`src/rtl/dmem_port_arbiter.sv`:
```
// Data-memory port arbiter: shares RAM port A between CPU and DMA.
// One access per cycle, 1-cycle read return, CPU stall, DMA anti-starvation.
module dmem_port_arbiter #(
   parameter int AW           = 6,
   parameter int DW           = 32,
   parameter int STARVE_LIMIT = 4
) (
   input  logic              i_clk,
   input  logic              i_reset,
   input  logic              i_cpu_req,
   input  logic              i_cpu_we,
   input  logic [AW-1:0]     i_cpu_addr,
   input  logic [DW/8-1:0]   i_cpu_be,
   input  logic [DW-1:0]     i_cpu_wdata,
   output logic              o_cpu_stalled,
   output logic [DW-1:0]     o_cpu_rdata,
   output logic              o_cpu_rvalid,
   input  logic              i_dma_req,
   input  logic              i_dma_we,
   input  logic [AW-1:0]     i_dma_addr,
   input  logic [DW-1:0]     i_dma_wdata,
   output logic              o_dma_gnt,
   output logic [DW-1:0]     o_dma_rdata,
   output logic              o_dma_rvalid,
   output logic              o_mem_we,
   output logic [DW/8-1:0]   o_mem_be,
   output logic [AW-1:0]     o_mem_addr,
   output logic [DW-1:0]     o_mem_wdata,
   input  logic [DW-1:0]     i_mem_rdata
);

   typedef enum logic {
      C_IDLE = 1'b0,
      C_RESP = 1'b1
   } cpu_state_t;

   cpu_state_t r_state;
   cpu_state_t w_state_nxt;
   logic [7:0] r_starve;
   logic       r_rd_pend;
   logic       r_rd_owner;

   logic w_cpu_elig;
   logic w_force_dma;
   logic w_dma_gnt;
   logic w_cpu_gnt;
   logic w_rd_issue;

   // In C_RESP the held CPU request has already been served.
   assign w_cpu_elig  = i_cpu_req & (r_state == C_IDLE);
   assign w_force_dma = i_dma_req & (r_starve == 8'(STARVE_LIMIT));
   assign w_dma_gnt   = w_force_dma | (i_dma_req & ~w_cpu_elig);
   assign w_cpu_gnt   = w_cpu_elig & ~w_force_dma;
   assign w_rd_issue  = (w_cpu_gnt & ~i_cpu_we)
                      | (w_dma_gnt & ~i_dma_we);

   assign o_dma_gnt     = w_dma_gnt;
   assign o_cpu_stalled = w_cpu_elig & ~(w_cpu_gnt & i_cpu_we);
   assign o_cpu_rvalid  = (r_state == C_RESP);
   assign o_dma_rvalid  = r_rd_pend & r_rd_owner;
   assign o_cpu_rdata   = i_mem_rdata;
   assign o_dma_rdata   = i_mem_rdata;

   // CPU response state register
   always_ff @(posedge i_clk) begin
      if (i_reset) begin
         r_state <= C_IDLE;
      end else begin
         r_state <= w_state_nxt;
      end
   end

   // CPU next state: a granted load spends exactly one cycle in C_RESP
   always_comb begin
      w_state_nxt = C_IDLE;
      unique case (r_state)
         C_IDLE: begin
            if (w_cpu_gnt && !i_cpu_we) begin
               w_state_nxt = C_RESP;
            end
         end
         C_RESP: begin
            w_state_nxt = C_IDLE;
         end
         default: begin
            w_state_nxt = C_IDLE;
         end
      endcase
   end

   // Count consecutive denied DMA cycles, saturating at the limit
   always_ff @(posedge i_clk) begin
      if (i_reset) begin
         r_starve <= 8'd0;
      end else if (w_dma_gnt || !i_dma_req) begin
         r_starve <= 8'd0;
      end else if (r_starve != 8'(STARVE_LIMIT)) begin
         r_starve <= r_starve + 8'd1;
      end
   end

   // Remember who owns the read returning next cycle
   always_ff @(posedge i_clk) begin
      if (i_reset) begin
         r_rd_pend  <= 1'b0;
         r_rd_owner <= 1'b0;
      end else begin
         r_rd_pend  <= w_rd_issue;
         r_rd_owner <= w_dma_gnt;
      end
   end

   // Winner drives the RAM port; idle cycles show CPU fields with we=0
   always_comb begin
      o_mem_we    = w_cpu_gnt & i_cpu_we & ~i_reset;
      o_mem_be    = i_cpu_be;
      o_mem_addr  = i_cpu_addr;
      o_mem_wdata = i_cpu_wdata;
      if (w_dma_gnt) begin
         o_mem_we    = i_dma_we & ~i_reset;
         o_mem_be    = '1;
         o_mem_addr  = i_dma_addr;
         o_mem_wdata = i_dma_wdata;
      end
   end

endmodule

```
`config.mk`:
```
export PLATFORM = sky130hd
export DESIGN_NAME = dmem_port_arbiter
export DESIGN_NICKNAME = d
export VERILOG_FILES = /design/src/rtl/dmem_port_arbiter.sv
export SDC_FILE = /design/constraint.sdc
export NUM_CORES = 1
export LEC_CHECK = 0
export CAP_MARGIN = 40
export CORE_AREA = 2 2 90 92
export DETAILED_ROUTE_END_ITERATION = 7
export DIE_AREA = 0 0 92 94
export PLACE_DENSITY_LB_ADDON = 0.1
export SYNTH_ARGS = -nofsm -noshare
export SYNTH_HDL_FRONTEND = slang
export SYNTH_SLANG_ARGS = --single-unit
```
`constraint.sdc`:
```
create_clock -name i_clk -period 3.1 [get_ports i_clk]
set_clock_uncertainty 0.2 [all_clocks]
set_input_delay 0.775 -clock i_clk [delete_from_list [all_inputs] [get_ports i_clk]]
set_output_delay 0.775 -clock i_clk [all_outputs]
set_load 0.1 [all_outputs]
```
==> out/metrics.csv, run 1 <==
metric,value,unit
GP Congestion,0.720,
fin nets,384,
WHS Path Cells,2,
final core utilization,0.458,
I/O Buffers,132,
endpoints failing hold,0,
worst r2r src,r_starve[1],
vias in the first global route,1534,
Clock Root Buffer,clkbuf_8,
Pre-Repair DR Iteration Count,4,
Main synth FF type,dfxtp_1,
Post-synth EDFFs,0,
Max Buffers Root-to-Sink,2,
GRT overflow,0,
Finished Cell Area,3490,um2
HP Class,reg2reg,
Worst-Margin Slew,350,ps
HP Start,r_starve[7],
Pwr Density,334,nW/um2
crit-path max cell delay,480,ps
WP data arrival,2190,ps
Overall Global Routing Usage,0.136,
Syn Nets,291,
worst-case reg-to-reg path depth,8,
CP Cell Sequence,inv_2 -> ha_4 -> or4b_4 -> a2bb2oi_4 -> buf_6 -> buf_16 -> mux2_4 -> buf_12,
# Max-Cap Violations,0,
worst setup margin,-64.6,ps
First DRT Iteration DRCs,21,
Final Critical Period,3160,ps
Async SR Flop Fraction,0,
area of the multi-input gates,968,um2
critical-path maximum fanout,8,
Clock Latency Late Sink,240,ps
CP max-delay cell,or4b_4,
DP HPWL,4800,um
# diodes,0,
"Avg Cell Area, Syn",9.30,um2
unrepaired setup endpoints after global routing,yes,
DRC viols,0,
Routed WL,6210,um
"Area growth, synth to finish",119,%
die area,8650,um2
yosys warns,0,
Vias/cell,4.00,
row count,32,
VDD IR-drop max,0.000304,V
synthesized instance count,171,
final worst path period share,1.02,
"Clk pin slew, worst setup/hold paths",50,ps
Slew Limit Fails,0,
initial core utilization,0.209,
CORE AREA,7610,um2
Yosys cell types,30,
CP endpoint kind,primary output,
Die X,92,um
placed inst area,3110,um2
antenna violations before repair,0,
drt wl/cell,17.0,um
RR Endpoint,r_rd_pend,
Worst Hold Endpoint,r_starve[7],
largest net degree at the start of global routing,9,
failing checks,setup timing,
post-synthesis sequential area ratio,0.138,
I/O pin total,229,
Post-DRT Antenna Nets,0,
Die Height,94,um
Setup CP Type,reg2out,
Leak Pwr,1.53,nW
Mapped Area,1590,um2
vias,1461,
startpoint types,flip-flop,
Final setup viols,40,
"Largest delay share family, worst path",buffers and inverters,
share of cells above drive strength 1,0.506,
fill count,722,
CTS tree,built,
worst endpoint required time,2120,ps
H-tree Lvls,1,
slew margin rel.,0.764,
global-route wire length before repair,9170,um
Seq. cell area,224,um2
WP buf/inv,4,
clk sinks,11,
cts hold-fix bufs,0,
flop-to-flop setup slack,1120,ps
Synth Register Bits,11,
FMAX,316,MHz
status,"complete, but fails checks",
CTS buffer count,3,
-- synth_stat cells (2+ instances only) --
cell	count	area share
buf_4	64	0.30
mux2_4	21	0.20
mux2_2	17	0.12
dfxtp_1	11	0.14
inv_1	6	0.014
nor2_1	6	0.014
nand2b_1	5	0.020
a21oi_1	4	0.013
buf_6	4	0.028
nand3_1	4	0.013
o21ai_0	3	0.0094
or2_2	3	0.012
or3_1	3	0.012
ha_1	2	0.016
o32ai_1	2	0.011
xor2_1	2	0.011
-- registers in the layout, indices dropped and copies added, names as in the netlist --
signal        cells
r_starve          8
o_cpu_rvalid      1
r_rd_owner        1
r_rd_pend         1
-- how the worst max path moves through the flow --
stage                      from              end  slack, ps  depth (start not counted)
floorplan           r_starve[0]         o_mem_we       -120                          7
global placement      i_dma_req  o_mem_wdata[31]       -310                          6
finish              r_starve[1]  o_mem_wdata[17]        -60                          8
global route        r_starve[1]  o_mem_wdata[12]       -130                          8
CTS                 r_starve[0]  o_mem_wdata[31]       -150                          9
detailed placement    i_cpu_req  o_mem_wdata[31]       -330                          6
-- cell usage in the layout (no fill, tap or decap), types with 2 or more instances in the layout --
cell type | synthesis | routed
clkdlybuf4s50_1 | 0 | 83
buf_12 | 0 | 46
mux2_4 | 21 | 38
buf_4 | 64 | 16
dfxtp_1 | 11 | 8
nor2_1 | 6 | 6
buf_16 | 0 | 5
nand3_1 | 4 | 4
inv_2 | 0 | 3
nand2b_1 | 5 | 3
inv_1 | 6 | 3
o21ai_0 | 3 | 3
or3_1 | 3 | 3
or2_2 | 3 | 3
a21oi_1 | 4 | 3
clkbuf_8 | 0 | 3
dfxtp_2 | 0 | 3
buf_6 | 4 | 3
nand2b_4 | 0 | 2
xor2_1 | 2 | 2
buf_8 | 0 | 2
-- area by class of cell --
class / count / area share
Timing Repair Buffer: 158 / 0.602
Multi-Input combinational cell: 84 / 0.278
Sequential cell: 11 / 0.0642
Tap cell: 102 / 0.0366
Clock buffer: 4 / 0.0129
Inverter: 6 / 0.00646
-- kinds of logic (layout without fill, tap and decap cells) --
group | count (synthesis) | in the layout | share of synthesized area
simple gates | 29 | 29 | 0.111
mux | 38 | 38 | 0.319
compound gates | 12 | 12 | 0.0496
fa+ha+maj | 2 | 2 | 0.0157
buf+inv | 76 | 168 | 0.350
flops | 11 | 11 | 0.138
xor+xnor | 3 | 3 | 0.0165
-- layer usage --
layer,part of all wire,routed length [um],global-route usage,vias to the layer above
li1,-,-,-,705
met3,0.099,614,0.0457,8
met2,0.47,2950,0.229,96
met1,0.42,2630,0.176,652
met4,0.0037,23,0.0137,0
met5,0,0,0,-
-- timing repair --
| item | in CTS | in global routing |
|---|---|---|
| pin swaps | 3 | 2 |
| resized for setup | 39 | 4 |
| gates cloned | 5 | 0 |
| buffers inserted | 11 | 0 |
| endpoints found under the setup margin | 45 | 43 |
-- where the power goes --
part / total [mW] / internal (mW) / switching [mW]
clock: 0.146 / 0.0905 / 0.0557
combinational: 0.873 / 0.392 / 0.481
sequential: 0.146 / 0.144 / 0.00105
-- worst register-to-register path, cell delays in order, from the launching register on --
cell and delay, ps:
dfxtp_2 320, inv_2 60, ha_4 120, or4b_4 480
a2bb2oi_4 180, buf_4 150, buf_8 120, buf_4 150
o32ai_1 100
-- stage by stage --
stage | setup TNS [ps] | power (mW) | std cells | hold slack (ps) | worst slack, ps
2_1_floorplan | -163 | 1.00 | 171 | 253 | -115
3_3_place_gp | -10790 | 0.966 | 346 | 281 | -308
3_5_place_dp | -11780 | 0.967 | 347 | 283 | -331
4_1_cts | -2410 | 1.18 | 366 | 291 | -146
5_1_grt | -4140 | 1.20 | 365 | 330 | -126
6_report | -1810 | 1.16 | 365 | 290 | -64.6
Power figures use the tool's default switching activity.
==> run 2: changes to the inputs <==
CTS_CLUSTER_DIAMETER = 200   (was default)
==> results of run 2 <==
The final DEF is identical to that of run 1; final timing and power are the same.
